==> config.mk <==
export PLATFORM = sky130hd
export DESIGN_NAME = alu_seq
export DESIGN_NICKNAME = d
export VERILOG_FILES = /design/src/rtl/alu_seq_pkg.sv /design/src/rtl/alu_seq_iter_divider.sv /design/src/rtl/alu_seq.sv
export SDC_FILE = /design/constraint.sdc
export NUM_CORES = 1
export LEC_CHECK = 0
export BUFFER_PORTS_ARGS = -buffer_cell sky130_fd_sc_hd__clkbuf_2
export CAP_MARGIN = 10
export CELL_PAD_IN_SITES_DETAIL_PLACEMENT = 1
export CELL_PAD_IN_SITES_GLOBAL_PLACEMENT = 1
export CORE_MARGIN = 3
export CORE_UTILIZATION = 47
export CTS_CLUSTER_DIAMETER = 30
export DETAILED_ROUTE_END_ITERATION = 7
export PLACE_DENSITY_LB_ADDON = 0.1
export SYNTH_ARGS = -nofsm -noshare
export SYNTH_HDL_FRONTEND = slang
export SYNTH_SLANG_ARGS = --single-unit
export TNS_END_PERCENT = 1
==> constraint.sdc <==
create_clock -name clk -period 5.2 [get_ports clk]
set_input_delay 0.78 -clock clk [delete_from_list [all_inputs] [get_ports clk]]
set_output_delay 0.78 -clock clk [all_outputs]
set_load 0.02 [all_outputs]
==> src/rtl/alu_seq_pkg.sv <==
// alu_seq_pkg: opcodes, FSM states and flag bit positions
// shared by alu_seq and iter_divider
package alu_seq_pkg;

  typedef enum logic [3:0] {
    OP_AND   = 4'b0000,
    OP_ORR   = 4'b0001,
    OP_ADD   = 4'b0010,
    OP_SUB   = 4'b0110,
    OP_PASSB = 4'b0111,
    OP_MUL   = 4'b1000,
    OP_UDIV  = 4'b1001,
    OP_UREM  = 4'b1010
  } alu_op_e;

  typedef enum logic [1:0] {
    IDLE,
    MUL,
    DIV,
    DONE
  } state_e;

  localparam int FLG_N = 3;
  localparam int FLG_Z = 2;
  localparam int FLG_C = 1;
  localparam int FLG_V = 0;

endpackage

==> src/rtl/alu_seq_iter_divider.sv <==
// iter_divider: restoring unsigned divider, one quotient bit per cycle
// done/quotient/remainder reflect the step taken on the coming edge
module iter_divider
  import alu_seq_pkg::*;
#(
  parameter int N = 64,
  localparam int CNT_W = $clog2(N) + 1
) (
  input  logic         clk,
  input  logic         reset,
  input  logic         start,
  input  logic [N-1:0] dividend,
  input  logic [N-1:0] divisor,
  output logic         done,
  output logic [N-1:0] quotient,
  output logic [N-1:0] remainder
);

  localparam logic [CNT_W-1:0] LAST = CNT_W'(N - 1);

  logic             busy_q;
  logic [CNT_W-1:0] cnt_q;
  logic [N-1:0]     quo_q;
  logic [N-1:0]     dvs_q;
  logic [N-1:0]     rem_q;
  logic [N:0]       sh;
  logic [N:0]       diff;
  logic             fits;
  logic [N-1:0]     quo_nx;
  logic [N-1:0]     rem_nx;

  // borrow out of diff means the shifted remainder is below the divisor
  assign sh     = {rem_q, quo_q[N-1]};
  assign diff   = sh - {1'b0, dvs_q};
  assign fits   = !diff[N];
  assign rem_nx = fits ? diff[N-1:0] : sh[N-1:0];
  assign quo_nx = {quo_q[N-2:0], fits};

  assign done      = busy_q && (cnt_q == LAST);
  assign quotient  = quo_nx;
  assign remainder = rem_nx;

  always_ff @(posedge clk or negedge reset) begin
    if (!reset) begin
      busy_q <= 1'b0;
      cnt_q  <= '0;
      quo_q  <= '0;
      dvs_q  <= '0;
      rem_q  <= '0;
    end else if (start) begin
      busy_q <= 1'b1;
      cnt_q  <= '0;
      quo_q  <= dividend;
      dvs_q  <= divisor;
      rem_q  <= '0;
    end else if (busy_q) begin
      rem_q <= rem_nx;
      quo_q <= quo_nx;
      cnt_q <= cnt_q + CNT_W'(1);
      if (done) busy_q <= 1'b0;
    end
  end

endmodule

==> src/rtl/alu_seq.sv <==
// alu_seq: multi-cycle EX-stage ALU with valid/ready handshakes
// UDIV/UREM and the div0 port exist only when ALU_DIV_EN is defined
module alu_seq
  import alu_seq_pkg::*;
#(
  parameter int N = 64,
  localparam int CNT_W = $clog2(N) + 1
) (
  input  logic         clk,
  input  logic         reset,
  input  logic         in_valid,
  output logic         in_ready,
  input  logic [N-1:0] a,
  input  logic [N-1:0] b,
  input  logic [3:0]   ALUControl,
  output logic         out_valid,
  input  logic         out_ready,
  output logic [N-1:0] result,
  output logic         zero,
`ifdef ALU_DIV_EN
  output logic         div0,
`endif
  output logic [3:0]   flags
);

  localparam logic [CNT_W-1:0] LAST = CNT_W'(N - 1);

  state_e           state_q;
  state_e           state_d;
  alu_op_e          op;
  logic             accept;
  logic             is_div;
  logic [N:0]       add_s;
  logic [N:0]       sub_s;
  logic [N-1:0]     s_res;
  logic             s_c;
  logic             s_v;
  logic [N-1:0]     res_q;
  logic [3:0]       flags_q;
  logic [N-1:0]     acc_q;
  logic [N-1:0]     acc_nx;
  logic [N-1:0]     mcand_q;
  logic [N-1:0]     mplier_q;
  logic [CNT_W-1:0] cnt_q;
  logic             div_fin;
  logic [N-1:0]     div_res;

  function automatic logic [3:0] mkflg(
    input logic [N-1:0] r,
    input logic         c,
    input logic         v
  );
    logic [3:0] f;
    f        = '0;
    f[FLG_N] = r[N-1];
    f[FLG_Z] = (r == '0);
    f[FLG_C] = c;
    f[FLG_V] = v;
    return f;
  endfunction

  assign op        = alu_op_e'(ALUControl);
  assign accept    = in_valid && (state_q == IDLE);
  assign in_ready  = (state_q == IDLE);
  assign out_valid = (state_q == DONE);
  assign result    = res_q;
  assign flags     = flags_q;
  assign zero      = flags_q[FLG_Z];

  assign add_s  = {1'b0, a} + {1'b0, b};
  assign sub_s  = {1'b0, a} + {1'b0, ~b} + (N + 1)'(1);
  assign acc_nx = acc_q + (mplier_q[0] ? mcand_q : '0);

`ifdef ALU_DIV_EN
  alu_op_e      op_q;
  logic         div0_q;
  logic         s_d0;
  logic         div_go;
  logic [N-1:0] quo;
  logic [N-1:0] rem;

  assign is_div = (op == OP_UDIV) || (op == OP_UREM);
  assign s_d0   = is_div && (b == '0);
  assign div_go = accept && (state_d == DIV);
  assign div0   = div0_q;

  iter_divider #(.N(N)) u_div (
    .clk       (clk),
    .reset     (reset),
    .start     (div_go),
    .dividend  (a),
    .divisor   (b),
    .done      (div_fin),
    .quotient  (quo),
    .remainder (rem)
  );

  assign div_res = (op_q == OP_UDIV) ? quo : rem;
`else
  assign is_div  = 1'b0;
  assign div_fin = 1'b1;
  assign div_res = '0;
`endif

  // single-cycle results; anything unlisted is illegal and yields all ones
  always_comb begin
    s_res = '1;
    s_c   = 1'b0;
    s_v   = 1'b0;
    unique case (1'b1)
      (op == OP_AND):   s_res = a & b;
      (op == OP_ORR):   s_res = a | b;
      (op == OP_ADD): begin
        s_res = add_s[N-1:0];
        s_c   = add_s[N];
        s_v   = (a[N-1] == b[N-1]) && (add_s[N-1] != a[N-1]);
      end
      (op == OP_SUB): begin
        s_res = sub_s[N-1:0];
        s_c   = sub_s[N];
        s_v   = (a[N-1] != b[N-1]) && (sub_s[N-1] != a[N-1]);
      end
      (op == OP_PASSB): s_res = b;
`ifdef ALU_DIV_EN
      (op == OP_UDIV):  s_res = '0;
      (op == OP_UREM):  s_res = a;
`endif
      default: ;
    endcase
  end

  always_comb begin
    state_d = state_q;
    unique case (state_q)
      IDLE: begin
        if (in_valid) begin
          if (op == OP_MUL)
            state_d = MUL;
          else if (is_div && (b != '0))
            state_d = DIV;
          else
            state_d = DONE;
        end
      end
      MUL:  if (cnt_q == LAST) state_d = DONE;
      DIV:  if (div_fin) state_d = DONE;
      DONE: if (out_ready) state_d = IDLE;
      default: state_d = IDLE;
    endcase
  end

  always_ff @(posedge clk or negedge reset) begin
    if (!reset) state_q <= IDLE;
    else        state_q <= state_d;
  end

  always_ff @(posedge clk or negedge reset) begin
    if (!reset) begin
      res_q    <= '0;
      flags_q  <= '0;
      acc_q    <= '0;
      mcand_q  <= '0;
      mplier_q <= '0;
      cnt_q    <= '0;
`ifdef ALU_DIV_EN
      op_q     <= OP_AND;
      div0_q   <= 1'b0;
`endif
    end else begin
      unique case (state_q)
        IDLE: begin
          if (accept) begin
            acc_q    <= '0;
            mcand_q  <= a;
            mplier_q <= b;
            cnt_q    <= '0;
`ifdef ALU_DIV_EN
            op_q     <= op;
            div0_q   <= s_d0;
`endif
            if (state_d == DONE) begin
              res_q   <= s_res;
              flags_q <= mkflg(s_res, s_c, s_v);
            end
          end
        end
        MUL: begin
          acc_q    <= acc_nx;
          mcand_q  <= mcand_q << 1;
          mplier_q <= mplier_q >> 1;
          cnt_q    <= cnt_q + CNT_W'(1);
          if (cnt_q == LAST) begin
            res_q   <= acc_nx;
            flags_q <= mkflg(acc_nx, 1'b0, 1'b0);
          end
        end
        DIV: begin
          if (div_fin) begin
            res_q   <= div_res;
            flags_q <= mkflg(div_res, 1'b0, 1'b0);
          end
        end
        default: ;
      endcase
    end
  end

endmodule
==> results of run 1 <==
==> metrics by stage <==
step	cells	hold WS [ps]	util, %
floorplan	3670	450	-
global placement	4842	461	55.7
detailed placement	4842	471	55.7
CTS	4962	226	60.0
==> synth_stat cells, types with 42 or more instances <==
cell type    n
a211oi_1    42
a21o_1      55
a21oi_1    362
a22o_1      47
and2_1      80
clkbuf_1   206
dfrtp_1    268
ha_1       278
inv_1      223
mux2i_1    133
nand2_1    425
nand3_1     51
nand4_1     52
nor2_1     227
nor3_1      69
nor4_1      44
o211ai_1    48
o21ai_0    403
xnor2_1     50
==> routing by layer <==
metal / GRT overflow / global-route usage (%)
met3: 39 / 71.6
met1: 42 / 84.8
met5: 6 / 57.4
met2: 99 / 92.4
met4: 81 / 69.1
==> what timing repair did <==
action,4_1_cts
cloned,0
resized for setup,12
setup buffers,3
setup endpoints to repair,7
pin swaps,6
==> cell families after synthesis <==
group / after synthesis
compound gates: 1349
xor+xnor: 87
fa+ha+maj: 281
buf+inv: 456
flops: 268
mux: 139
simple gates: 1090
==> metrics.md, run 1 <==
| Metric | Value |
|---|---|
| Outcome | stopped before the end |
| Last stage | global routing (5_1_grt) |
| Error | [ERROR GRT-0232] Routing congestion too high. Check the congestion heatmap in the GUI. |
| Multiplexer area fraction after synthesis | between 5 and 6% |
| Top FF cell, synth | dfrtp_1 |
| Initial antenna violation count | 55 |
| Clock buffer depth | 3 |
| Die height | 249 um |
| CTS root buffer | clkbuf_16 |
| Htree depth | 3 |
| I/O Pins | between 200 and 250 |
| Synth Instances | about 3,700 |
| # hold bufs at CTS | 0 |
| Post-synthesis xor/xnor area fraction | under 10% |
| CTS Sinks | ~270 |
| Total track usage | 81.2% |
| Synth top area share | 24.1% |
| Post-synth EDFFs | 0 |
| CTS Buf Count | 66 |
| Hpwl dp | between 100 and 150 mm |
| Std cell rows | slightly below 90 |
| Syn Area/Cell | approximately 7.6 um^2 |
| Final RePlAce weighted congestion | 1.09 |
| Complex-gate fraction of the synthesized area | between 30% and 40% |
| Post-synth ARST share | 100% |
| Initial Util | a little under half |
| Die Width | between 200 and 250 um |
| Net Count, Synth | approximately 4,000 |
| Sequential fraction of the synthesis area | between 20% and 30% |
| Worst_ep grt | flags[2]$_DFFE_PN0P_/D |
| #FFs+latches synth | roughly 270 |
| Synth unique cells | 86 |
| Largest family of logic cells by synthesized area | compound AO/OA/AOI/OAI gates |
| Global route overflow | between 200 and 300 |
| Top cells by area, synth | dfrtp_1 24%, ha_1 12%, o21ai_0 7.2%, a21oi_1 6.5%, nand2_1 5.7% |
| Simple-Gate Fraction of Synth Area | ~18% |
| Leading area contributor after synthesis | dfrtp_1 |
| Area post-placement | 32,400 um^2 |
| Synth Area in Adders | between 10% and 20% |
| Dpl ws | -238 ps |
| Post-Syn Area | roughly 28,000 um^2 |
| Yosys Warn Count | 0 |
| Largest net degree at the start of global routing | between 100 and 150 |
| Worst_ep kind | sequential cell input |
| PortBufs | about 210 |
==> run 2, diff against run 1 <==
CELL_PAD_IN_SITES_DETAIL_PLACEMENT = not set   (was 1)
CELL_PAD_IN_SITES_GLOBAL_PLACEMENT = not set   (was 1)
CORE_UTILIZATION = 33   (was 47)
CTS_CLUSTER_DIAMETER = not set   (was 30)
PLACE_DENSITY_LB_ADDON = 0.15   (was 0.1)
==> metrics.md, run 2 <==
| Metric | Value |
|---|---|
| PwrDens | between 400 and 500 nW/um^2 |
| Htree depth | 2 (was 3) |
| Clock Pin Slew Worst Setup and Hold Paths | roughly 60 ps |
| Max incr delay on CP | between 400 and 500 ps |
| Total track usage | between 20 and 30% |
| Worst skew pair latency | about 590 ps |
| CTS Sinks | 268 (unchanged) |
| Share of power burned in registers | approximately a quarter |
| Global route overflow | 0 |
| Core ar. | just over 80,000 um^2 |
| Die Width | 296 um (was 249 um) |
| Synth cell count leaders | 425 x nand2_1, 403 x o21ai_0, 362 x a21oi_1, 278 x ha_1, 268 x dfrtp_1 (unchanged) |
| WL met3 | approximately 11 mm |
| Total chip power | between 15,000 and 20,000 uW |
| Largest net degree at the start of global routing | 147 |
| DR WL met2 | about 54 mm |
| Yosys Warn Count | 0 (unchanged) |
| Crit Reg-Reg Endpoint | flags[2] |
| Crit-path slowest cell | or4_4 |
| Initial antenna violation count | 13 |
| Max Clk Rate | around 200 MHz |
| Final RePlAce weighted congestion | 1.03 (was 1.09) |
| Share of cells above drive strength 1 | around 18% |
| Sw frac | about half |
| Synth top area share | 24.1% (unchanged) |
| Top FF cell, synth | dfrtp_1 (unchanged) |
| CTS Buf Count | 37 (was 66) |
| Int Pwr | 7870 uW |
| Commonest non-fill, non-tap cell in the layout | nand2_1 |
| Slew of the pin with the lowest slew margin | about 1200 ps |
| I/O Pins | 207 (unchanged) |
| Clk_skew | around 22 ps |
| DIE AREA | roughly 90,000 um^2 |
| Synth unique cells | 86 (unchanged) |
| Tcrit/Tclk final | a little over nine tenths |
| Leading area contributor after synthesis | dfrtp_1 (unchanged) |
| Met1 Wirelength | 60.6 mm |
| Combinational cell fraction of total power | around three fifths |
| Tmin final | between 4000 and 5000 ps |
| Commonest cells after routing, fill and taps aside | 424 x nand2_1, 406 x buf_4, 403 x o21ai_0 |
| Switch Pwr | 7690 uW |
| First-pass GRT wire length | 190 mm |
| Max_slew headroom | between 20 and 25% |
| Worst R2R Start | mplier_q[0] |
| Family with the most delay on the worst path | simple AND/OR/NAND/NOR gates |
| Area post-placement | 32,600 um^2 (was 32,400 um^2) |
| Critical Path Stages | 18 |
| Buffers and inverters on the worst path | 1 |
| Drt drc | 0 |
| Area Growth Syn to Fin | 21.9% |
| Syn Area/Cell | 7.59 um^2 (unchanged) |
| CP Cell Sequence | and2_4 -> ha_4 -> fa_2 -> a211o_1 -> a2111oi_4 -> o21ai_2 -> xor2_2 -> or4_1 -> or4_4 -> nor4b_4 -> nand4_1 -> nor4b_2 -> buf_4 -> nand4b_1 -> nor4_2 -> and4b_1 -> nand4_1 -> o211ai_2 |
| Vias in the first global route | about 29,000 |
| Setup crit end kind | flip-flop |
| Worst R2R Setup Slack | 210 ps |
| Post-synth EDFFs | 0 (unchanged) |
| Crit path top cell by count | nand4_1 |
| Worst path required time | 5710 ps |
| Highest metal used | met5 |
| Clock buffer depth | 3 (unchanged) |
| Critical path startpoint category | flip-flop |
| Sequential fraction of the synthesis area | 24.1% (unchanged) |
| Final instance area | roughly 34,000 um^2 |
| Layout net count | 4,514 |
| Initial Util | 33.6% (was 47.9%) |
| Crit Path Max Fanout | 4 |
| Hpwl dp | 103 mm (was 115 mm) |
| Setup CP Type | flip-flop to flip-flop |
| Total number of vias | 30,144 |
| RSZ-0062 raised after global routing | yes |
| Setup TNS | 0 ps |
| Net Count, Synth | 4,087 (unchanged) |
| HP Class | input port to async pin |
| Worst vdd ir | between 500 and 600 uV |
| # hold bufs at CTS | 0 (unchanged) |
| Initial DRC Count | approximately 3,400 |
| Finished Layout Cells | roughly 5,200 |
| PortBufs | 206 (unchanged) |
| Clk pwr share | 17.2% |
| Routed WL per cell | approximately 25 um |
| Post-synth ARST share | 100% (unchanged) |
| Path depth of the worst reg2reg path | 18 |
| Via density | slightly below 6 |
| Post-Syn Area | 27,800 um^2 (unchanged) |
| DRT Wirelength | between 100 and 150 mm |
| Std cell rows | 105 (was 88) |
| Final setup violation count | 0 |
| Top cells by area, synth | dfrtp_1 24%, ha_1 12%, o21ai_0 7.2%, a21oi_1 6.5%, nand2_1 5.7% (unchanged) |
| Synth Instances | 3,670 (unchanged) |
| Placed insts | 5,124 (was 4,842) |
| CTS root buffer | clkbuf_16 (unchanged) |
| Slew Limit Fails | 0 |
| Post-route ant nets | 0 |
| Pre-antenna DRT Iters | 8 |
| #FFs+latches synth | 268 (unchanged) |
| Max Cap Viol | 0 |
| Data arrival time of the worst path | 5500 ps |
| Die height | 296 um (was 249 um) |
| CTS tree | built |
| Outcome | finished clean (was stopped before the end) |
| Hold Vio Cnt, Final | 0 |
| Most common cell in the netlist | nand2_1 (unchanged) |
| Leakage | 0.0157 uW |
run 2: cell counts after synthesis:
Identical to the previous run, type by type.
run 2: final cells by class:
class,count,area (um^2)
Fill cell,8801,48800
Multi-Input combinational cell,2946,19600
Sequential cell,268,6710
Timing Repair Buffer,620,4240
Tap cell,1070,1340
Clock buffer,53,1130
Inverter,224,841
Clock inverter,10,129
Antenna cell,3,7.51
run 2: routing by layer:
metal,GRT usage (%),up-vias
li1,-,14193
met1,42.6,14486
met2,42.8,1306
met3,4.83,153
met4,6.13,6
met5,0,-
run 2: worst max path at each step:
stage                     slack, ps       end        start
after global routing            -40  flags[2]         a[0]
after CTS                        90  flags[2]   mcand_q[0]
final                           210  flags[2]  mplier_q[0]
after detailed placement       -430  flags[2]         a[0]
after floorplan                 420  flags[2]  mplier_q[0]
after global placement         -450  flags[2]         a[0]
run 2: cell families after synthesis:
logic type	count (synthesis)	synth area share (%)
simple gates	1090	18.4
compound gates	1349	30.8
fa+ha+maj	281	12.7
flops	268	24.1
buf+inv	456	6.26
xor+xnor	87	2.74
mux	139	5.02
run 2: repair_timing:
| item | in CTS | in global routing |
|---|---|---|
| setup buffers | 0 | 5 |
| gates resized for setup | 0 | 19 |
| endpoints found under the setup margin | 0 | 1 |
run 2: power groups by stage:
stage               Clock (uW)  Sequential [uW]  Combinational (uW)
floorplan                    0             3770                5480
global placement             0             3670                9050
detailed placement           0             3680                9060
CTS                       2770             3660                9080
global route              2830             3780               10000
finish                    2670             3660                9230
run 2: through the flow:
step	util (%)	worst slack (ps)	hold WS, ps
after detailed placement	39.3	-430	470
after global routing	41.0	-43.7	320
after CTS	40.9	93.2	304
after global placement	39.3	-446	462
after floorplan	-	419	450
final	41.0	210	232
Power figures use the tool's default switching activity.
==> run 3, diff against run 2 <==
PLACE_DENSITY_LB_ADDON = not set   (was 0.15)
==> metrics.md, run 3 (synthesized netlist as in run 2, its figures left out) <==
| Metric | Value |
|---|---|
| Outcome | finished clean (unchanged) |
| Pre-antenna DRT Iters | 8 (unchanged) |
| Die height | 296 um (unchanged) |
| Tmin final | 5000 ps (was 4990 ps) |
| Final RePlAce weighted congestion | 1.03 (about the same) |
| Total number of vias | 30,169 (was 30,144) |
| Core ar. | 82,800 um^2 (unchanged) |
| Commonest non-fill, non-tap cell in the layout | nand2_1 (unchanged) |
| Slew of the pin with the lowest slew margin | 1080 ps (was 1160 ps) |
| Slew Limit Fails | 0 (unchanged) |
| Via density | 5.90 (was 5.80) |
| DR WL met2 | 51.6 mm (was 53.8 mm) |
| Area post-placement | 31,900 um^2 (was 32,600 um^2) |
| Clock buffer depth | 3 (unchanged) |
| Buffers and inverters on the worst path | 4 (was 1) |
| Initial antenna violation count | 8 (was 13) |
| Drt drc | 0 (unchanged) |
| DRT Wirelength | 123 mm (was 129 mm) |
| Crit-path slowest cell | a221oi_1 (was or4_4) |
| Total chip power | 15,300 uW (was 15,600 uW) |
| PwrDens | 461 nW/um^2 (was 458 nW/um^2) |
| Crit Path Max Fanout | 4 (unchanged) |
| Post-route ant nets | 0 (unchanged) |
| WL met3 | 12.4 mm (was 11.3 mm) |
| DIE AREA | 87,900 um^2 (unchanged) |
| Area Growth Syn to Fin | 18.9% (was 21.9%) |
| Vias in the first global route | 28,430 (was 29,089) |
| Worst vdd ir | 550 uV (was 523 uV) |
| Setup crit end kind | flip-flop (unchanged) |
| HP Class | input port to async pin (unchanged) |
| Data arrival time of the worst path | 5490 ps (was 5500 ps) |
| Routed WL per cell | 24.0 um (was 24.8 um) |
| Total track usage | 27.1% (was 28.6%) |
| Max_slew headroom | 27.4% (was 22.8%) |
| Worst path required time | 5690 ps (was 5710 ps) |
| Die Width | 296 um (unchanged) |
| Final instance area | 33,100 um^2 (was 33,900 um^2) |
| Worst skew pair latency | 580 ps (was 590 ps) |
| Final setup violation count | 0 (unchanged) |
| Clock Pin Slew Worst Setup and Hold Paths | 60 ps (about the same) |
| Setup CP Type | input port to flip-flop (was flip-flop to flip-flop) |
| Layout net count | 4,427 (was 4,514) |
| CTS Buf Count | 36 (was 37) |
| Htree depth | 2 (unchanged) |
| Path depth of the worst reg2reg path | 18 (unchanged) |
| Highest metal used | met5 (unchanged) |
| Critical path startpoint category | input port (was flip-flop) |
| Leakage | 0.0153 uW (was 0.0157 uW) |
| Hpwl dp | 97.7 mm (was 103 mm) |
| Clk_skew | 18.3 ps (was 22.2 ps) |
| Tcrit/Tclk final | 96.2% (was 96.0%) |
| CTS Sinks | 268 (unchanged) |
| Largest net degree at the start of global routing | 147 (unchanged) |
| PortBufs | 206 (unchanged) |
| CTS root buffer | clkbuf_16 (unchanged) |
| Initial Util | 33.6% (unchanged) |
| Commonest cells after routing, fill and taps aside | 424 x nand2_1, 403 x o21ai_0, 362 x a21oi_1 (was 424 x nand2_1, 406 x buf_4, 403 x o21ai_0) |
| Max incr delay on CP | 620 ps (was 440 ps) |
| CTS tree | built (unchanged) |
| Share of cells above drive strength 1 | 16.4% (was 18.4%) |
| CP Cell Sequence | clkbuf_2 -> buf_4 -> ha_1 -> inv_1 -> fa_1 -> nand2b_1 -> a221oi_1 -> o211a_1 -> a211oi_1 -> buf_4 -> o211ai_1 -> a31oi_1 -> xnor2_1 -> a221oi_1 -> nand4_1 -> nor4_1 -> nand4_1 -> nor4_1 -> nand2_1 -> o211ai_2 (was and2_4 -> ha_4 -> fa_2 -> a211o_1 -> a2111oi_4 -> o21ai_2 -> xor2_2 -> or4_1 -> or4_4 -> nor4b_4 -> nand4_1 -> nor4b_2 -> buf_4 -> nand4b_1 -> nor4_2 -> and4b_1 -> nand4_1 -> o211ai_2) |
| Setup TNS | 0 ps (unchanged) |
| I/O Pins | 207 (unchanged) |
| First-pass GRT wire length | 181 mm (was 190 mm) |
| # hold bufs at CTS | 0 (unchanged) |
| Initial DRC Count | 3,442 (was 3,389) |
| Hold Vio Cnt, Final | 0 (unchanged) |
| Critical Path Stages | 20 (was 18) |
| Max Clk Rate | 200 MHz (about the same) |
| Max Cap Viol | 0 (unchanged) |
| Met1 Wirelength | 55.2 mm (was 60.6 mm) |
| Family with the most delay on the worst path | compound AO/OA/AOI/OAI gates (was simple AND/OR/NAND/NOR gates) |
| Std cell rows | 105 (unchanged) |
| Global route overflow | 0 (unchanged) |
-- run 3: changes by cell type in the layout (fill, tap and decap cells not counted), moves of 2 or more --
| cell | before | now |
|---|---|---|
| clkbuf_16 | 38 | 36 |
| a2111oi_2 | 2 | 0 |
| clkbuf_8 | 12 | 7 |
| nor4_1 | 39 | 43 |
| buf_4 | 406 | 322 |
| clkbuf_1 | 3 | 7 |
| nor4_2 | 5 | 1 |
| clkinvlp_4 | 1 | 7 |
-- run 3: area by class of cell --
class	instances	area, um^2
inverters	224	841
clock inverters	14	128
repair buffers	534	3580
clock buffers	50	1020
diodes	4	10.0
fillers	8740	49700
flip-flops and latches	268	6710
multi-input cells	2946	19500
well taps	1070	1340
-- run 3: final timing paths --
check	from	to	slack, ps
min in group clk	result[10]	result[10]	470
hold / removal	reset	mcand_q[9]	240
setup reg to reg	mplier_q[0]	flags[2]	250
hold reg to reg	result[10]	result[10]	470
setup / recovery	b[0]	flags[2]	200
max in group asynchronous	reset	mplier_q[42]	3710
-- run 3: layer usage --
layer | vias up | track usage, %
met5 | - | 0
li1 | 14038 | -
met1 | 14510 | 39.0
met4 | 6 | 7.53
met3 | 200 | 5.79
met2 | 1415 | 40.6
-- run 3: worst reg2reg max path: stages, from the launching register on --
cell	delay, ps
dfrtp_1	400
buf_4	150
and2_2	200
fa_2	370
a211o_1	340
a2111oi_4	390
o21ai_2	110
xor2_1	170
or4_1	520
or4_4	450
nor4b_4	260
nand4_1	190
nor4b_2	300
buf_4	170
nand4b_1	100
nor4_1	250
and4b_1	220
nand4_1	120
o211ai_2	160
-- run 3: where the power goes --
group | internal (uW) | switching (uW)
Sequential | 3050 | 618
Combinational | 3180 | 5940
Clock | 1430 | 1040
Total | 7660 | 7600
-- run 3: stage by stage --
| stage | hold slack (ps) | std cells | util [%] | setup slack, ps |
|---|---|---|---|---|
| 6_report | 245 | 5110 | 40.0 | 199 |
| 5_1_grt | 323 | 5107 | 40.0 | -7.75 |
| 4_1_cts | 290 | 5105 | 40.0 | 254 |
| 3_5_place_dp | 469 | 5041 | 38.6 | -330 |
| 3_3_place_gp | 462 | 5041 | 38.6 | -177 |
| 2_1_floorplan | 450 | 3670 | - | 419 |
-- run 3: repair_timing --
action | CTS | global route
buffers inserted | 0 | 1
gates resized for setup | 0 | 8
endpoints found under the setup margin | 0 | 1
